## src/rtl/pid_multi_core.sv

```systemverilog
`default_nettype none
// +--------------------------------------------------------------------------+
// | pid_multi_core: time-multiplexed multi-channel IIR/PID with clamped output |
// | Revision 1.0                                                             |
// +--------------------------------------------------------------------------+
module pid_multi_core #(
  parameter int CHANNELS      = 2,
  parameter int ADC_BITWIDTH  = 8,
  parameter int REG_BITWIDTH  = 16,
  parameter int FRAC_BITWIDTH = 8
) (
  input  logic                                   clk_i,
  input  logic                                   rst_i,
  input  logic                                   start_i,
  input  logic [CHANNELS-1:0]                    chan_en_i,
  input  logic [CHANNELS*ADC_BITWIDTH-1:0]       adc_value_i,
  input  logic [CHANNELS*ADC_BITWIDTH-1:0]       set_value_i,
  input  logic signed [REG_BITWIDTH-1:0]         b0_i,
  input  logic signed [REG_BITWIDTH-1:0]         b1_i,
  input  logic signed [REG_BITWIDTH-1:0]         b2_i,
  input  logic signed [REG_BITWIDTH-1:0]         a1_i,
  input  logic signed [REG_BITWIDTH-1:0]         a2_i,
  input  logic signed [ADC_BITWIDTH:0]           out_min_i,
  input  logic signed [ADC_BITWIDTH:0]           out_max_i,
  output logic [CHANNELS*(ADC_BITWIDTH+1)-1:0]   out_val_o,
  output logic [CHANNELS-1:0]                    sat_o,
  output logic                                   busy_o,
  output logic                                   done_o
);
  localparam int EW   = ADC_BITWIDTH + 1;
  localparam int YW   = EW + FRAC_BITWIDTH;
  localparam int ACCW = REG_BITWIDTH + ADC_BITWIDTH + FRAC_BITWIDTH + 4;
  localparam int CW   = (CHANNELS > 1) ? $clog2(CHANNELS) : 1;

  localparam logic [2:0] S_IDLE = 3'd0;
  localparam logic [2:0] S_LOAD = 3'd1;
  localparam logic [2:0] S_MAC  = 3'd2;
  localparam logic [2:0] S_WB   = 3'd3;
  localparam logic [2:0] S_SKIP = 3'd4;
  localparam logic [2:0] S_DONE = 3'd5;

  logic [2:0]              state_q, state_d;
  logic [CW-1:0]           ch_q, ch_d, ch_nxt;
  logic [2:0]              mac_q, mac_d;
  logic signed [ACCW-1:0]  acc_q;
  logic signed [EW-1:0]    e_q;
  logic signed [EW-1:0]    e1_q [CHANNELS];
  logic signed [EW-1:0]    e2_q [CHANNELS];
  logic signed [YW-1:0]    y1_q [CHANNELS];
  logic signed [YW-1:0]    y2_q [CHANNELS];
  logic signed [EW-1:0]    out_q [CHANNELS];
  logic [CHANNELS-1:0]     sat_q;

  logic signed [REG_BITWIDTH-1:0] coef;
  logic signed [ACCW-1:0]  opnd, prod, term;
  logic                    y_term;
  logic signed [YW-1:0]    hi_y, lo_y, y_new;
  logic                    over, under;

  assign ch_nxt = ch_q + CW'(1);

  always_ff @(posedge clk_i) begin
    if (rst_i) begin
      state_q <= S_IDLE;
      ch_q    <= '0;
      mac_q   <= '0;
    end else begin
      state_q <= state_d;
      ch_q    <= ch_d;
      mac_q   <= mac_d;
    end
  end

  // Enable is looked up as each channel is entered, so mid-pass changes apply.
  always_comb begin
    state_d = state_q;
    ch_d    = ch_q;
    mac_d   = mac_q;
    case (state_q)
      S_IDLE, S_DONE: begin
        state_d = S_IDLE;
        if (start_i) begin
          ch_d    = '0;
          state_d = chan_en_i[0] ? S_LOAD : S_SKIP;
        end
      end
      S_LOAD: begin
        state_d = S_MAC;
        mac_d   = '0;
      end
      S_MAC: begin
        if (mac_q == 3'd4) state_d = S_WB;
        else               mac_d   = mac_q + 3'd1;
      end
      S_WB, S_SKIP: begin
        if (ch_q == CW'(CHANNELS - 1)) begin
          state_d = S_DONE;
        end else begin
          ch_d    = ch_nxt;
          state_d = chan_en_i[ch_nxt] ? S_LOAD : S_SKIP;
        end
      end
      default: state_d = S_IDLE;
    endcase
  end

  always_comb begin
    busy_o = (state_q != S_IDLE) && (state_q != S_DONE);
    done_o = (state_q == S_DONE);
  end

  always_comb begin
    coef   = b0_i;
    opnd   = ACCW'(e_q);
    y_term = 1'b0;
    case (mac_q)
      3'd1: begin coef = b1_i; opnd = ACCW'(e1_q[ch_q]); end
      3'd2: begin coef = b2_i; opnd = ACCW'(e2_q[ch_q]); end
      3'd3: begin coef = a1_i; opnd = ACCW'(y1_q[ch_q]); y_term = 1'b1; end
      3'd4: begin coef = a2_i; opnd = ACCW'(y2_q[ch_q]); y_term = 1'b1; end
      default: ;
    endcase
  end

  // Feedback products are rescaled back to Q(FRAC) before subtraction.
  assign prod = ACCW'(coef) * opnd;
  assign term = y_term ? -(prod >>> FRAC_BITWIDTH) : prod;

  assign hi_y  = {out_max_i, {FRAC_BITWIDTH{1'b0}}};
  assign lo_y  = {out_min_i, {FRAC_BITWIDTH{1'b0}}};
  assign over  = acc_q > ACCW'(hi_y);
  assign under = acc_q < ACCW'(lo_y);
  assign y_new = over ? hi_y : (under ? lo_y : acc_q[YW-1:0]);

  always_ff @(posedge clk_i) begin
    if (rst_i) begin
      acc_q <= '0;
      e_q   <= '0;
      sat_q <= '0;
      for (int c = 0; c < CHANNELS; c++) begin
        e1_q[c]  <= '0;
        e2_q[c]  <= '0;
        y1_q[c]  <= '0;
        y2_q[c]  <= '0;
        out_q[c] <= '0;
      end
    end else begin
      case (state_q)
        S_LOAD: begin
          acc_q <= '0;
          e_q   <= $signed({1'b0, set_value_i[ch_q*ADC_BITWIDTH +: ADC_BITWIDTH]})
                 - $signed({1'b0, adc_value_i[ch_q*ADC_BITWIDTH +: ADC_BITWIDTH]});
        end
        S_MAC: acc_q <= acc_q + term;
        S_WB: begin
          e2_q[ch_q]  <= e1_q[ch_q];
          e1_q[ch_q]  <= e_q;
          y2_q[ch_q]  <= y1_q[ch_q];
          y1_q[ch_q]  <= y_new;
          out_q[ch_q] <= y_new[YW-1 -: EW];
          sat_q[ch_q] <= over | under;
        end
        S_SKIP: begin
          e1_q[ch_q]  <= '0;
          e2_q[ch_q]  <= '0;
          y1_q[ch_q]  <= '0;
          y2_q[ch_q]  <= '0;
          out_q[ch_q] <= '0;
          sat_q[ch_q] <= 1'b0;
        end
        default: ;
      endcase
    end
  end

  for (genvar g = 0; g < CHANNELS; g++) begin : g_out
    assign out_val_o[g*EW +: EW] = out_q[g];
  end
  assign sat_o = sat_q;

endmodule
`default_nettype wire

```

## config.mk

```make
export PLATFORM = sky130hd
export DESIGN_NAME = pid_multi_core
export DESIGN_NICKNAME = d
export VERILOG_FILES = /design/src/rtl/pid_multi_core.sv
export SDC_FILE = /design/constraint.sdc
export NUM_CORES = 1
export LEC_CHECK = 0
export BUFFER_PORTS_ARGS = -buffer_cell sky130_fd_sc_hd__buf_4
export CORE_UTILIZATION = 50
export DETAILED_ROUTE_END_ITERATION = 6
export PLACE_DENSITY_LB_ADDON = 0.3
export SLEW_MARGIN = 20
export SYNTH_ARGS = -nofsm -noshare
export SYNTH_HDL_FRONTEND = slang
export SYNTH_SLANG_ARGS = --single-unit
```

## constraint.sdc

```tcl
create_clock -name clk_i -period 22.3 [get_ports clk_i]
set_input_delay 3.345 -clock clk_i [delete_from_list [all_inputs] [get_ports clk_i]]
set_output_delay 3.345 -clock clk_i [all_outputs]
set_load 0.1 [all_outputs]
```

# Word-level counts from Yosys, hierarchy flattened
# Memory sizes are Yosys's and may differ from the RTL's. A register that Yosys moved wholly into a read port is not among the register bits.
# Cells that the tools add are included.
# Widths: inputs -> output; s select.
[totals]
reg_bits = 54
ram_bits = 122
inputBits = 135
output_inout_bits = 22
wordCells = 122
n_memories = 5
[classes]
n_addsub = 5
n_mul = 1
n_lt_le_gt_ge = 5
eq_ne = 13
shift = 2
n_mux = 60
bitwise = 8
n_reduce_logical = 17
[memory_table]
columns = ["name", "depth", "width", "rd", "rd_ports_with_merged_regs", "write_ports", "line_no", "text"]
rows = [
  ["y1_q", 2, 17, 1, 1, 2, "49", "logic signed [YW-1:0] y1_q [CHANNELS];"],
  ["y2_q", 2, 17, 1, 1, 2, "50", "logic signed [YW-1:0] y2_q [CHANNELS];"],
  ["e1_q", 2, 9, 1, 1, 2, "47", "logic signed [EW-1:0] e1_q [CHANNELS];"],
  ["e2_q", 2, 9, 1, 1, 2, "48", "logic signed [EW-1:0] e2_q [CHANNELS];"],
  ["out_q", 2, 9, 2, 0, 2, "51", "logic signed [EW-1:0] out_q [CHANNELS];"],
]
[ops]
columns = ["operator", "count"]
rows = [
  ["$pmux 36 s4", 1],
  ["$mux 17", 6],
  ["$pmux 36 s2", 1],
  ["$pmux 16 s4", 1],
  ["$mux 9", 6],
  ["$add 36x36->36", 1],
  ["$gt 36x17->1", 1],
  ["$lt 36x17->1", 1],
  ["$mul 16x36->36", 1],
  ["$mux 36", 1],
  ["$neg 28->36", 1],
  ["$reduce_or 17->1", 2],
  ["$mux 1", 32],
  ["$shiftx 16x5->8", 2],
  ["$reduce_or 9->1", 3],
  ["$mux 3", 6],
  ["$eq 3x2->1 const B", 4],
  ["$pmux 3 s4", 1],
  ["$eq 3x3->1 const B", 3],
  ["$sub 8x8->9", 1],
  ["$eq 3x1->1 const B", 2],
  ["$ne 2x2->1 const B", 3],
  ["$or 1x1->1", 6],
  ["$pmux 3 s2", 1],
  ["other kinds (17)", 24],
]

# Logic depth before layout (Yosys ltp)
# Gate-level depths: netlist of the first run.
[logic_depth]
ltp_word = 7
depth_mapped = 49
depth_no_buf = 45

# Worst setup path after synthesis of the first run
# No wires, ideal clock.
[synth_path]
kind = "in2reg"
startpoint = "input port a2_i[3]"
endpoint = "register acc_q[35]"
setup_time_ps = 74
arrival_time_ps = 12254
required_time_ps = 22226
slack_ps = 9971
stages = 35
path_buffers = 2
path_cell_list = "a22oi_1 -> a31o_2 -> clkbuf_1 -> nor2_1 -> fa_1 -> inv_1 -> fa_1 -> inv_1 -> fa_1 -> fa_1 -> fa_1 -> inv_1 -> fa_1 -> inv_1 -> ha_1 -> clkbuf_1 -> a21o_1 -> or2_2 -> or4_1 -> and3_1 -> nor4b_4 -> nand3_1 -> or4_1 -> nand2_1 -> a21oi_1 -> ha_1 -> nand3_1 -> or2_2 -> o211ai_1 -> nand3_1 -> o21ai_0 -> o41a_1 -> a21oi_2 -> or4_1 -> a31oi_1"
[synth_between]
elab_chain_cells = 6
[synth_lines]
columns = ["element", "line_no", "text"]
rows = [
  ["start: declaration", "22", "input logic signed [REG_BITWIDTH-1:0] a2_i,"],
  ["$pmux 16 s4 *", "116", "case (mac_q)"],
  ["$mul 16x36->36 *", "126", "assign prod = ACCW'(coef) * opnd;"],
  ["$neg 28->36", "127", "assign term = y_term ? -(prod >>> FRAC_BITWIDTH) : prod;"],
  ["$mux 36 *", "127", ""],
  ["$add 36x36->36 *", "154", "S_MAC: acc_q <= acc_q + term;"],
  ["$pmux 36 s2 *", "148", "case (state_q)"],
  ["end signal: assignment", "154", ""],
  ["end: declaration", "45", "logic signed [ACCW-1:0] acc_q;"],
]
# Mark *: on every way between the ends. The rest lies on a longest branch, timed or not.
# A chain may end at the register's enable or synchronous reset.

# Worst setup path after layout of the first run
[layout_path]
startpoint = "input port a1_i[7]"
endpoint = "register acc_q[35]"
[layout_between]
elab_chain_cells = 6
[layout_lines]
columns = ["element", "line_no", "text"]
rows = [
  ["start: declaration", "21", "input logic signed [REG_BITWIDTH-1:0] a1_i,"],
  ["$pmux 16 s4 *", "116", ""],
  ["$mul 16x36->36 *", "126", ""],
  ["$neg 28->36", "127", ""],
  ["$mux 36 *", "127", ""],
  ["$add 36x36->36 *", "154", ""],
  ["$pmux 36 s2 *", "148", ""],
]
# Marks and branches as above.

==> summary.md, run 1 <==
| Metric | Value |
|---|---|
| Clock transition at path regs | `70 ps` |
| Post-Syn Nets | `between 3,000 and 4,000` |
| Die X | `~210 um` |
| Crit share post-route | `0.592` |
| Actual slew at the worst max-slew pin | `1050 ps` |
| FP Rows | `77` |
| Initial Utilization | `0.508` |
| Outcome | `complete, no violations` |
| CTS Buf Count | `17` |
| Core area | `roughly 44,000 um2` |
| DR pass1 iterations | `6` |
| Synth unique cells | `86` |
| Post-synthesis adder-cell area fraction | `0.366` |
| Synth Area in Compound Gates | `0.141` |
| RSZ-0062 raised after global routing | `false` |
| Antenna violations before repair | `0` |
| Largest net degree at the start of global routing | `58` |
| Simple-gate share of the synthesized area | `0.158` |
| I/O Buffers | `around 160` |
| Hold Vio Cnt, Final | `0` |
| Startpoint Class | `primary input` |
| Worst-case clock buffer depth | `2` |
| H-tree levels | `4` |
| Clk_lat worst skew | `roughly 440 ps` |
| Final clock skew | `approximately 15 ps` |
| Synthesized area | `22,600 um2` |
| Peak Freq | `roughly 76 MHz` |
| Vias per std cell | `~5.7` |
| Cell repeated most along the worst path | `fa_1` |
| CTS tree | `yes` |
| Max-slew violation count | `0` |
| Seq/Total Area, Yosys | `0.187` |
| Post-route cell area | `between 20,000 and 25,000 um2` |
| Main combinational cell family by area after synthesis | `adder cells` |
| XOR/XNOR share of the synthesized area | `0.0329` |
| Post-synth top area share | `0.257` |
| Commonest non-fill, non-tap cells in the layout | `inv_1, nor2_1, fa_1, ha_1, nand2_1` |
| CTS root buffer | `clkbuf_16` |
| Grt ovf | `0` |
| Vias | `18,500` |
| Setup Viol. Count Final | `0` |
| Gp weighted congestion | `about 0.95` |
| Global-route wire length before repair | `98,100 um` |
| Post-synthesis average cell area | `between 8 and 9 um2` |
| Dominant cell type by area after synthesis | `fa_1` |
| R2R setup slack | `slightly below 10,000 ps` |
| Slowest CP cell | `a31oi_2` |
| Placed Instance Area | `24,300 um2` |
| Synth Flop Type | `edfxtp_1` |
| Vias in the first global route | `18,700` |
| Layout cells sized above 1 | `0.106` |
| CP required | `between 20,000 and 25,000 ps` |
| Wire per inst | `~19 um` |
| # resized after CTS | `0` |
| Yosys reg bits | `between 150 and 200` |
| Die Area | `~46,000 um2` |
| Mux share of post-synthesis cell area | `0.0310` |
| Cell count after synthesis | `2,542` |
| Synth warnings | `0` |
| DP HPWL | `~49,000 um` |
| Commonest non-fill, non-tap cell in the layout | `inv_1` |
| Worst Setup End Kind | `register` |
| Total wire length | `roughly 60,000 um` |
| DRC | `0` |
| Hold Buf Count CTS | `0` |
| CP max FO | `14` |
| Post-DRT Antenna Nets | `0` |
| Io pins | `157` |
| Worst Path Class, Setup | `primary input to register` |
| DRT iter0 DRCs | `between 1,000 and 1,500` |
| Critical Path Max Stage Delay | `roughly 830 ps` |
| Clock Sinks | `159` |
| Slew headroom | `0.291` |
| HP Class | `register to register` |
| Post-Place Worst Slack | `approximately 8800 ps` |
| Post-synth EDFFs | `104` |
| ANT cells | `0` |
| Final WS setup | `9090 ps` |
| DIE HEIGHT | `approximately 210 um` |
| Synth async-reset ratio | `0` |
| Total Nets Final | `3,251` |
| GRT Total Usage | `0.266` |
| Worst Hold Slack | `475 ps` |
| MaxCap Viol Count | `0` |
| Final Critical Period | `13,210 ps` |
| Top cells by area, synth | `fa_1, edfxtp_1, ha_1, inv_1, nor2_1` |
| Area Growth Syn to Fin | `10.2%` |
| Post-CTS Setup Repair Bufs | `0` |
| Fin Setup TNS | `0 ps` |
| Crit path arrival time | `between 10,000 and 15,000 ps` |
-- registers in the layout, summed over array words and instances (netlist names), named ones only --
| name | cells |
|---|---|
| e2_q | 18 |
| y1_q | 18 |
| y2_q | 34 |
| sat_o | 2 |
| state_q | 3 |
| acc_q | 36 |
| out_q | 16 |
| e1_q | 18 |
| mac_q | 3 |
| e_q | 9 |
| ch_q | 1 |
-- synth_stat cells, drive strengths merged, types with 42 or more instances --
master / n
a21oi: 111
ha: 196
nand2: 193
mux2i: 62
edfxtp: 104
a21o: 42
inv: 368
o21ai: 79
nor2: 356
dfxtp: 55
fa: 290
a22oi: 65
xnor2: 48
clkbuf: 87
-- per-stage QoR --
stage | instances | utilization
after detailed placement | 3203 | 0.546
after global placement | 3203 | 0.546
after floorplan | 2542 | -
after CTS | 3235 | 0.560
final | 3235 | 0.560
after global routing | 3235 | 0.560
-- cell families (layout without fill, tap and decap cells) --
group,after synthesis,after routing
AOI/OAI and AO/OA,475,475
xor gates and xnor gates,83,83
adders and majority gates,486,486
buffers and inverters,488,589
DFF,159,159
muxes,69,69
and+or+nand+nor,782,782
-- worst max-delay path: cells and delay by family --
kind                       cells  cell delay (ps)
AOI/OAI and AO/OA             13             3600
and+or+nand+nor                9             2500
adders and majority gates      8             3870
buffers and inverters          4              240
-- metal layers --
| metal | vias to the layer above | global-route usage | wire length [um] |
|---|---|---|---|
| met2 | 643 | 0.447 | 29000 |
| li1 | 8664 | - | - |
| met5 | - | 0 | 0 |
| met1 | 9037 | 0.357 | 25800 |
| met3 | 109 | 0.0382 | 3540 |
| met4 | 0 | 0.0719 | 1540 |
-- final cells by class --
class / count / area (um2)
clock buffer: 20 / 457
clock inverter: 12 / 155
fill: 3962 / 19500
inverter: 369 / 1390
multi-input combinational: 1895 / 16500
sequential: 159 / 4230
tap: 592 / 741
timing repair buffer: 188 / 1410
-- path summary, 6_finish.rpt --
path	from	to	depth (start not counted)
setup / recovery	a1_i[7]	acc_q[35]$_SDFFE_PP0P_	34
hold / removal	sat_o[1]$_SDFFE_PP0P_	sat_o[1]$_SDFFE_PP0P_	2
setup reg to reg	mac_q[0]$_SDFFE_PP0P_	acc_q[35]$_SDFFE_PP0P_	44
hold reg to reg	sat_o[1]$_SDFFE_PP0P_	sat_o[1]$_SDFFE_PP0P_	2
Power of run 1 is not shown: default switching activity piles up to over one toggle a cycle in this logic, so the estimate is an artifact.
==> run 2, diff against run 1 <==
ABC_AREA = 1   (was unset)
clock period = 13.67 ns   (was 22.3 ns; I/O delays follow)
==> run 2 against run 1 <==
Compared with the run above: setup slack got worse by 7100 ps; first-iteration DRC count rose by 20%; non-clock buffer count fell by 7; clock skew rose by 2.6 ps; cell count rose by 22%; worst hold slack got worse by 6.1 ps; die area rose by 6.1%; critical path type is now register to register; critical endpoint is now acc_q[31]$_SDFFE_PP0P_; highest routed layer unchanged.
==> summary.md, run 2 <==
| Metric | Value |
|---|---|
| Setup Viol. Count Final | `0 (unchanged)` |
| Post-Syn Nets | `3,862 (+22%)` |
| CP top delay family | `adder cells` |
| DIE HEIGHT | `221 um (+3.0%)` |
| MaxCap Viol Count | `0 (unchanged)` |
| Gp weighted congestion | `0.957 (+0.62%)` |
| Synth cell count leaders | `nand2_1, inv_1, nor2_1` |
| Crit share post-route | `0.856` |
| Die X | `221 um (+3.0%)` |
| Io pins | `157 (unchanged)` |
| DRC | `0 (unchanged)` |
| Sum of buffers and inverters on the critical path | `12 (+8)` |
| Worst Hold Slack | `469 ps (-6.08 ps)` |
| FP Rows | `79 (+2.6%)` |
| Vias in the first global route | `20,600 (+10%)` |
| Layout cells sized above 1 | `0.0884 (-0.0172)` |
| Total wire length | `65,600 um (+9.5%)` |
| Die Area | `48,800 um2 (+6.1%)` |
| Cells on Worst Hold Path | `2 (unchanged)` |
| Startpoint Class | `register` |
| Synth async-reset ratio | `0 (unchanged)` |
| Top-count cell post-synth | `nand2_1` |
| Post-synthesis average cell area | `7.40 um2 (-17%)` |
| Hold Startpoint | `e_q[8]$_SDFFE_PP0P_` |
| Final clock skew | `17.3 ps (+2.65 ps)` |
| ANT cells | `0 (unchanged)` |
| Synth Flop Type | `edfxtp_1` |
| Number of flip-flops in the largest register | `36 (unchanged)` |
| Crit path arrival time | `12,000 ps (-1560 ps)` |
| Wire per inst | `16.6 um (-11%)` |
| Fin Setup TNS | `0 ps (unchanged)` |
| Core area | `47,000 um2 (+5.7%)` |
| Critical Path Max Stage Delay | `950 ps (+120 ps)` |
| DRT iter0 DRCs | `1,714 (+20%)` |
| Cell repeated most along the worst path | `nand2_1` |
| Fill cell count | `4,475 (+13%)` |
| Yosys reg bits | `159 (unchanged)` |
| Commonest non-fill, non-tap cell in the layout | `nand2_1` |
| Worst-case clock buffer depth | `2 (unchanged)` |
| # resized after CTS | `0 (unchanged)` |
| Synth warnings | `0 (unchanged)` |
| Post-route cell area | `26,200 um2 (+5.5%)` |
| Biggest regs | `acc_q (36), y2_q (34)` |
| Reg-to-Reg End | `acc_q[31]$_SDFFE_PP0P_` |
| Initial Utilization | `0.511 (+0.00229)` |
| Hold Crit Endpoint | `e_q[8]$_SDFFE_PP0P_` |
| Reg2reg path depth | `51 (+16%)` |
| Hold Vio Cnt, Final | `0 (unchanged)` |
| R2r startpoint | `mac_q[0]$_SDFFE_PP0P_` |
| Outcome | `complete, no violations` |
| Cell count after synthesis | `3,241 (+27%)` |
| Vias | `21,100 (+14%)` |
| Largest Register | `acc_q` |
| RSZ-0062 raised after global routing | `false` |
| Commonest non-fill, non-tap cells in the layout | `nand2_1, inv_1, nor2_1, fa_1, ha_1` |
| FF/Latch Area | `4230 um2 (unchanged)` |
| Area taken by multi-input logic gates | `16,900 um2 (+2.5%)` |
| DP HPWL | `53,100 um (+8.8%)` |
| Largest net degree at the start of global routing | `54 (-6.9%)` |
| Worst Setup End Kind | `register` |
| HP Class | `register to register` |
| Slew headroom | `0.232 (-0.0589)` |
| I/O Buffers | `156 (unchanged)` |
| Final Util | `0.559 (-0.00103)` |
| Vias per std cell | `5.33 (-6.6%)` |
| R2R setup slack | `1970 ps (-7850 ps)` |
| Worst Path Class, Setup | `register to register` |
| Hold Buf Count CTS | `0 (unchanged)` |
| GRT Total Usage | `0.276 (+0.0101)` |
| Synthesized area | `24,000 um2 (+6.2%)` |
| CTS tree | `yes` |
| CTS Buf Count | `17 (unchanged)` |
| CP required | `13,970 ps (-8690 ps)` |
| Peak Freq | `85.5 MHz` |
| CTS root buffer | `clkbuf_16` |
| Clk_lat worst skew | `450 ps (about the same)` |
| Antenna violations before repair | `0 (unchanged)` |
| Post-synth EDFFs | `104 (unchanged)` |
| Post-DRT Antenna Nets | `0 (unchanged)` |
| Top cells by area, synth | `fa_1, edfxtp_1, nand2_1, ha_1, inv_1` |
| Post-CTS Setup Repair Bufs | `0 (unchanged)` |
| Post-synth top area share | `0.242 (-0.0150)` |
| Actual slew at the worst max-slew pin | `1140 ps (+91.8 ps)` |
| CP max FO | `39 (+25)` |
| Dominant cell type by area after synthesis | `fa_1` |
| Max-slew violation count | `0 (unchanged)` |
| Total Nets Final | `3,958 (+22%)` |
| Area Growth Syn to Fin | `9.46%` |
| Clock transition at path regs | `70 ps (about the same)` |
| Seq/Total Area, Yosys | `0.176 (-0.0109)` |
| DR pass1 iterations | `6 (unchanged)` |
| Global-route wire length before repair | `108,000 um (+9.9%)` |
| Placed Instance Area | `25,600 um2 (+5.7%)` |
| Clock Sinks | `159 (unchanged)` |
| Synth unique cells | `61 (-29%)` |
| Final Critical Period | `11,700 ps` |
| Grt ovf | `0 (unchanged)` |
| Slowest CP cell | `o21ai_1` |
| H-tree levels | `4 (unchanged)` |
## run 2: cell count changes after synthesis, sizes merged, moves of 46 or more
| cell | before | now |
|---|---|---|
| inv | 368 | 625 |
| nand3 | 28 | 123 |
| mux2i | 62 | 7 |
| a22oi | 65 | 0 |
| nand2 | 193 | 761 |
| nor2 | 356 | 402 |
| a21oi | 111 | 177 |
| o21ai | 79 | 157 |
## run 2: kinds of logic (layout without fill, tap and decap cells)
family / after synthesis / after routing / share of synthesized area
buf+inv: 739 / 848 / 0.120
xor+xnor: 31 / 31 / 0.0129
fa+ha+maj: 486 / 486 / 0.344
flops: 159 / 159 / 0.176
compound gates: 438 / 438 / 0.106
mux: 7 / 7 / 0.00292
simple gates: 1381 / 1381 / 0.238
## run 2: layout make-up
| cell class | instances | area share |
|---|---|---|
| sequential | 159 | 0.161 |
| multi-input combinational | 2343 | 0.644 |
| clock buffer | 18 | 0.0164 |
| clock inverter | 14 | 0.00672 |
| timing repair buffer | 181 | 0.0518 |
| tap | 607 | 0.0289 |
| inverter | 635 | 0.0908 |
## run 2: worst max path at each step
| stage | start | end | slack [ps] | cells past startpoint |
|---|---|---|---|---|
| after floorplan | a1_i[1] | acc_q[31]$_SDFFE_PP0P_ | 3810 | 47 |
| after global placement | mac_q[0]$_SDFFE_PP0P_ | acc_q[31]$_SDFFE_PP0P_ | 1980 | 51 |
| after detailed placement | mac_q[0]$_SDFFE_PP0P_ | acc_q[31]$_SDFFE_PP0P_ | 1860 | 52 |
| after CTS | mac_q[0]$_SDFFE_PP0P_ | acc_q[31]$_SDFFE_PP0P_ | 1810 | 52 |
| after global routing | mac_q[0]$_SDFFE_PP0P_ | acc_q[31]$_SDFFE_PP0P_ | 1000 | 52 |
| final | mac_q[0]$_SDFFE_PP0P_ | acc_q[31]$_SDFFE_PP0P_ | 1970 | 51 |
## run 2: tightest hold or removal path, cell delays in order (launching register included)
cell and delay (ps):
dfxtp_1 310, nand2_1 60, a21oi_1 50
## run 2: per-layer routing
layer	part of all wire	global-route usage
met5	0	0
met4	0.027	0.0778
met3	0.088	0.0680
met2	0.46	0.441
met1	0.43	0.371
## run 2: per-stage QoR
stage | std cells | worst slack, ps
2_1_floorplan | 3241 | 3810
3_3_place_gp | 3925 | 1980
3_5_place_dp | 3925 | 1860
4_1_cts | 3957 | 1810
5_1_grt | 3957 | 1000
6_report | 3957 | 1970
Power of run 2 is left out for the same reason.
==> run 3, diff against run 2 <==
CORE_UTILIZATION = 30   (was 50)
==> run 3 against run 2 <==
Compared with the run above: count of clock-buffer cells in the layout stayed put; via count is 0.36% lower; sequential share of layout area is 0.34 points lower; cell area is 2.1% higher; non-clock buffer count is 7 higher; clock skew is 2.6 ps higher; routed wire length is 9.6% higher; global-route usage is 9.5 points lower; first-iteration DRC count is 7.2% lower; setup slack better by 110 ps; register-to-register slack better by 110 ps; highest routed layer unchanged.
==> summary.md, run 3 (same netlist as run 2, synthesis figures left out) <==
| Metric | Value |
|---|---|
| Hold Buf Count CTS | `0 (unchanged)` |
| DRT iter0 DRCs | `1,591 (-7.2%)` |
| Hold Startpoint | `e_q[8]$_SDFFE_PP0P_` |
| Worst Hold Slack | `480 ps (+11.6 ps)` |
| Antenna violations before repair | `0 (unchanged)` |
| CTS root buffer | `clkbuf_16` |
| ANT cells | `0 (unchanged)` |
| Gp weighted congestion | `0.912 (-4.7%)` |
| CTS Buf Count | `17 (unchanged)` |
| Vias in the first global route | `20,900 (+1.8%)` |
| Vias per std cell | `4.77 (-11%)` |
| Largest Register | `acc_q` |
| RSZ-0062 raised after global routing | `false` |
| DP HPWL | `58,700 um (+11%)` |
| Clock transition at path regs | `70 ps (about the same)` |
| Commonest non-fill, non-tap cells in the layout | `nand2_1, inv_1, nor2_1, fa_1, ha_1` |
| Worst Setup End Kind | `register` |
| HP Class | `register to register` |
| DRC | `0 (unchanged)` |
| Grt ovf | `0 (unchanged)` |
| Slowest CP cell | `fa_1` |
| Global-route wire length before repair | `116,000 um (+7.7%)` |
| Die X | `285 um (+29%)` |
| Final clock skew | `19.9 ps (+2.61 ps)` |
| Reg2reg path depth | `51 (unchanged)` |
| Placed instance count | `4,375 (+11%)` |
| DIE HEIGHT | `285 um (+29%)` |
| Io pins | `157 (unchanged)` |
| H-tree levels | `4 (unchanged)` |
| CP required | `13,970 ps (about the same)` |
| Vias | `21,000 (-0.36%)` |
| Slew headroom | `0.377 (+0.145)` |
| Clk_lat worst skew | `450 ps (about the same)` |
| MaxCap Viol Count | `0 (unchanged)` |
| Initial Utilization | `0.303 (-0.207)` |
| Crit path arrival time | `11,890 ps (-110 ps)` |
| Startpoint Class | `register` |
| I/O Buffers | `156 (unchanged)` |
| Worst-case clock buffer depth | `2 (unchanged)` |
| Biggest regs | `acc_q (36), y2_q (34)` |
| Crit share post-route | `0.848 (-0.00821)` |
| Final Util | `0.339 (-0.220)` |
| Non-filler cells, final | `4,407 (+11%)` |
| Outcome | `complete, no violations` |
| Max-slew violation count | `0 (unchanged)` |
| Hold Crit Endpoint | `e_q[8]$_SDFFE_PP0P_` |
| Reg-to-Reg End | `acc_q[31]$_SDFFE_PP0P_` |
| DR pass1 iterations | `6 (unchanged)` |
| Die Area | `81,000 um2 (+66%)` |
| Layout cells sized above 1 | `0.0894 (+0.00101)` |
| FP Rows | `103 (+30%)` |
| Commonest non-fill, non-tap cell in the layout | `nand2_1` |
| Wire per inst | `16.3 um (-1.6%)` |
| Core area | `79,000 um2 (+68%)` |
| Area Growth Syn to Fin | `11.8%` |
| Hold Vio Cnt, Final | `0 (unchanged)` |
| # resized after CTS | `0 (unchanged)` |
| Number of flip-flops in the largest register | `36 (unchanged)` |
| CTS tree | `yes` |
| Total Nets Final | `3,965 (+0.18%)` |
| GRT Total Usage | `0.180 (-0.0951)` |
| Setup Viol. Count Final | `0 (unchanged)` |
| R2r startpoint | `mac_q[0]$_SDFFE_PP0P_` |
| CP max FO | `35 (-10%)` |
| Worst Path Class, Setup | `register to register` |
| Post-DRT Antenna Nets | `0 (unchanged)` |
| Post-CTS Setup Repair Bufs | `0 (unchanged)` |
| Largest net degree at the start of global routing | `54 (unchanged)` |
| Fill cell count | `8,445 (+89%)` |
| Final Critical Period | `11,590 ps (-112 ps)` |
| Cells on Worst Hold Path | `2 (unchanged)` |
| R2R setup slack | `2080 ps (+110 ps)` |
| Peak Freq | `86.3 MHz (+0.97%)` |
| Fin Setup TNS | `0 ps (unchanged)` |
| Critical Path Max Stage Delay | `620 ps (-330 ps)` |
| Total wire length | `71,900 um (+9.6%)` |
| Clock Sinks | `159 (unchanged)` |
| Actual slew at the worst max-slew pin | `928 ps (-216 ps)` |
## run 3: cell types whose count changed in the layout (fill, tap and decap cells not counted), moves of 2 or more
cell,before,now
inv_2,16,14
clkinv_2,1,4
buf_4,181,188
inv_8,4,2
o21ai_1,12,14
## run 3: critical path, delay by kind of cell (launching register included)
kind,cells,cell delay (ps)
AOI/OAI and AO/OA,10,1560
xor gates and xnor gates,1,170
adders and majority gates,9,4080
buffers and inverters,13,2280
DFF,1,400
and+or+nand+nor,18,2930
## run 3: cell type report
cell class                      instances  area (um2)  share of cell area
Clock inverter                         14         131             0.00490
Clock buffer                           18         429              0.0160
Inverter                              635        2380              0.0889
Tap cell                             1050        1310              0.0490
Sequential cell                       159        4230               0.158
Timing Repair Buffer                  188        1410              0.0527
Multi-Input combinational cell       2343       16900               0.631
## run 3: through the flow
step	setup slack, ps	area, um2
floorplan	3810	24000
global placement	2180	26200
detailed placement	2170	26200
CTS	2140	26800
global route	977	26800
finish	2080	26800
## run 3: how the worst max path moves through the flow
stage	startpoint	endpoint	cells after the start
after global routing	mac_q[0]$_SDFFE_PP0P_	acc_q[31]$_SDFFE_PP0P_	51
after floorplan	a1_i[1]	acc_q[31]$_SDFFE_PP0P_	47
final	mac_q[0]$_SDFFE_PP0P_	acc_q[31]$_SDFFE_PP0P_	51
after detailed placement	mac_q[0]$_SDFFE_PP0P_	acc_q[31]$_SDFFE_PP0P_	52
after global placement	a2_i[7]	acc_q[31]$_SDFFE_PP0P_	44
after CTS	mac_q[0]$_SDFFE_PP0P_	acc_q[31]$_SDFFE_PP0P_	52
## run 3: per-layer routing
layer  up-vias  GRT usage  wire length (um)  share of wire
met2       544      0.297             33500           0.47
met4         0     0.0383              1280          0.018
met1     10100      0.253             33500           0.47
met5         -          0                 0              0
met3        72     0.0216              3610          0.050
li1      10300          -                 -              -
Power of run 3 is left out for the same reason.
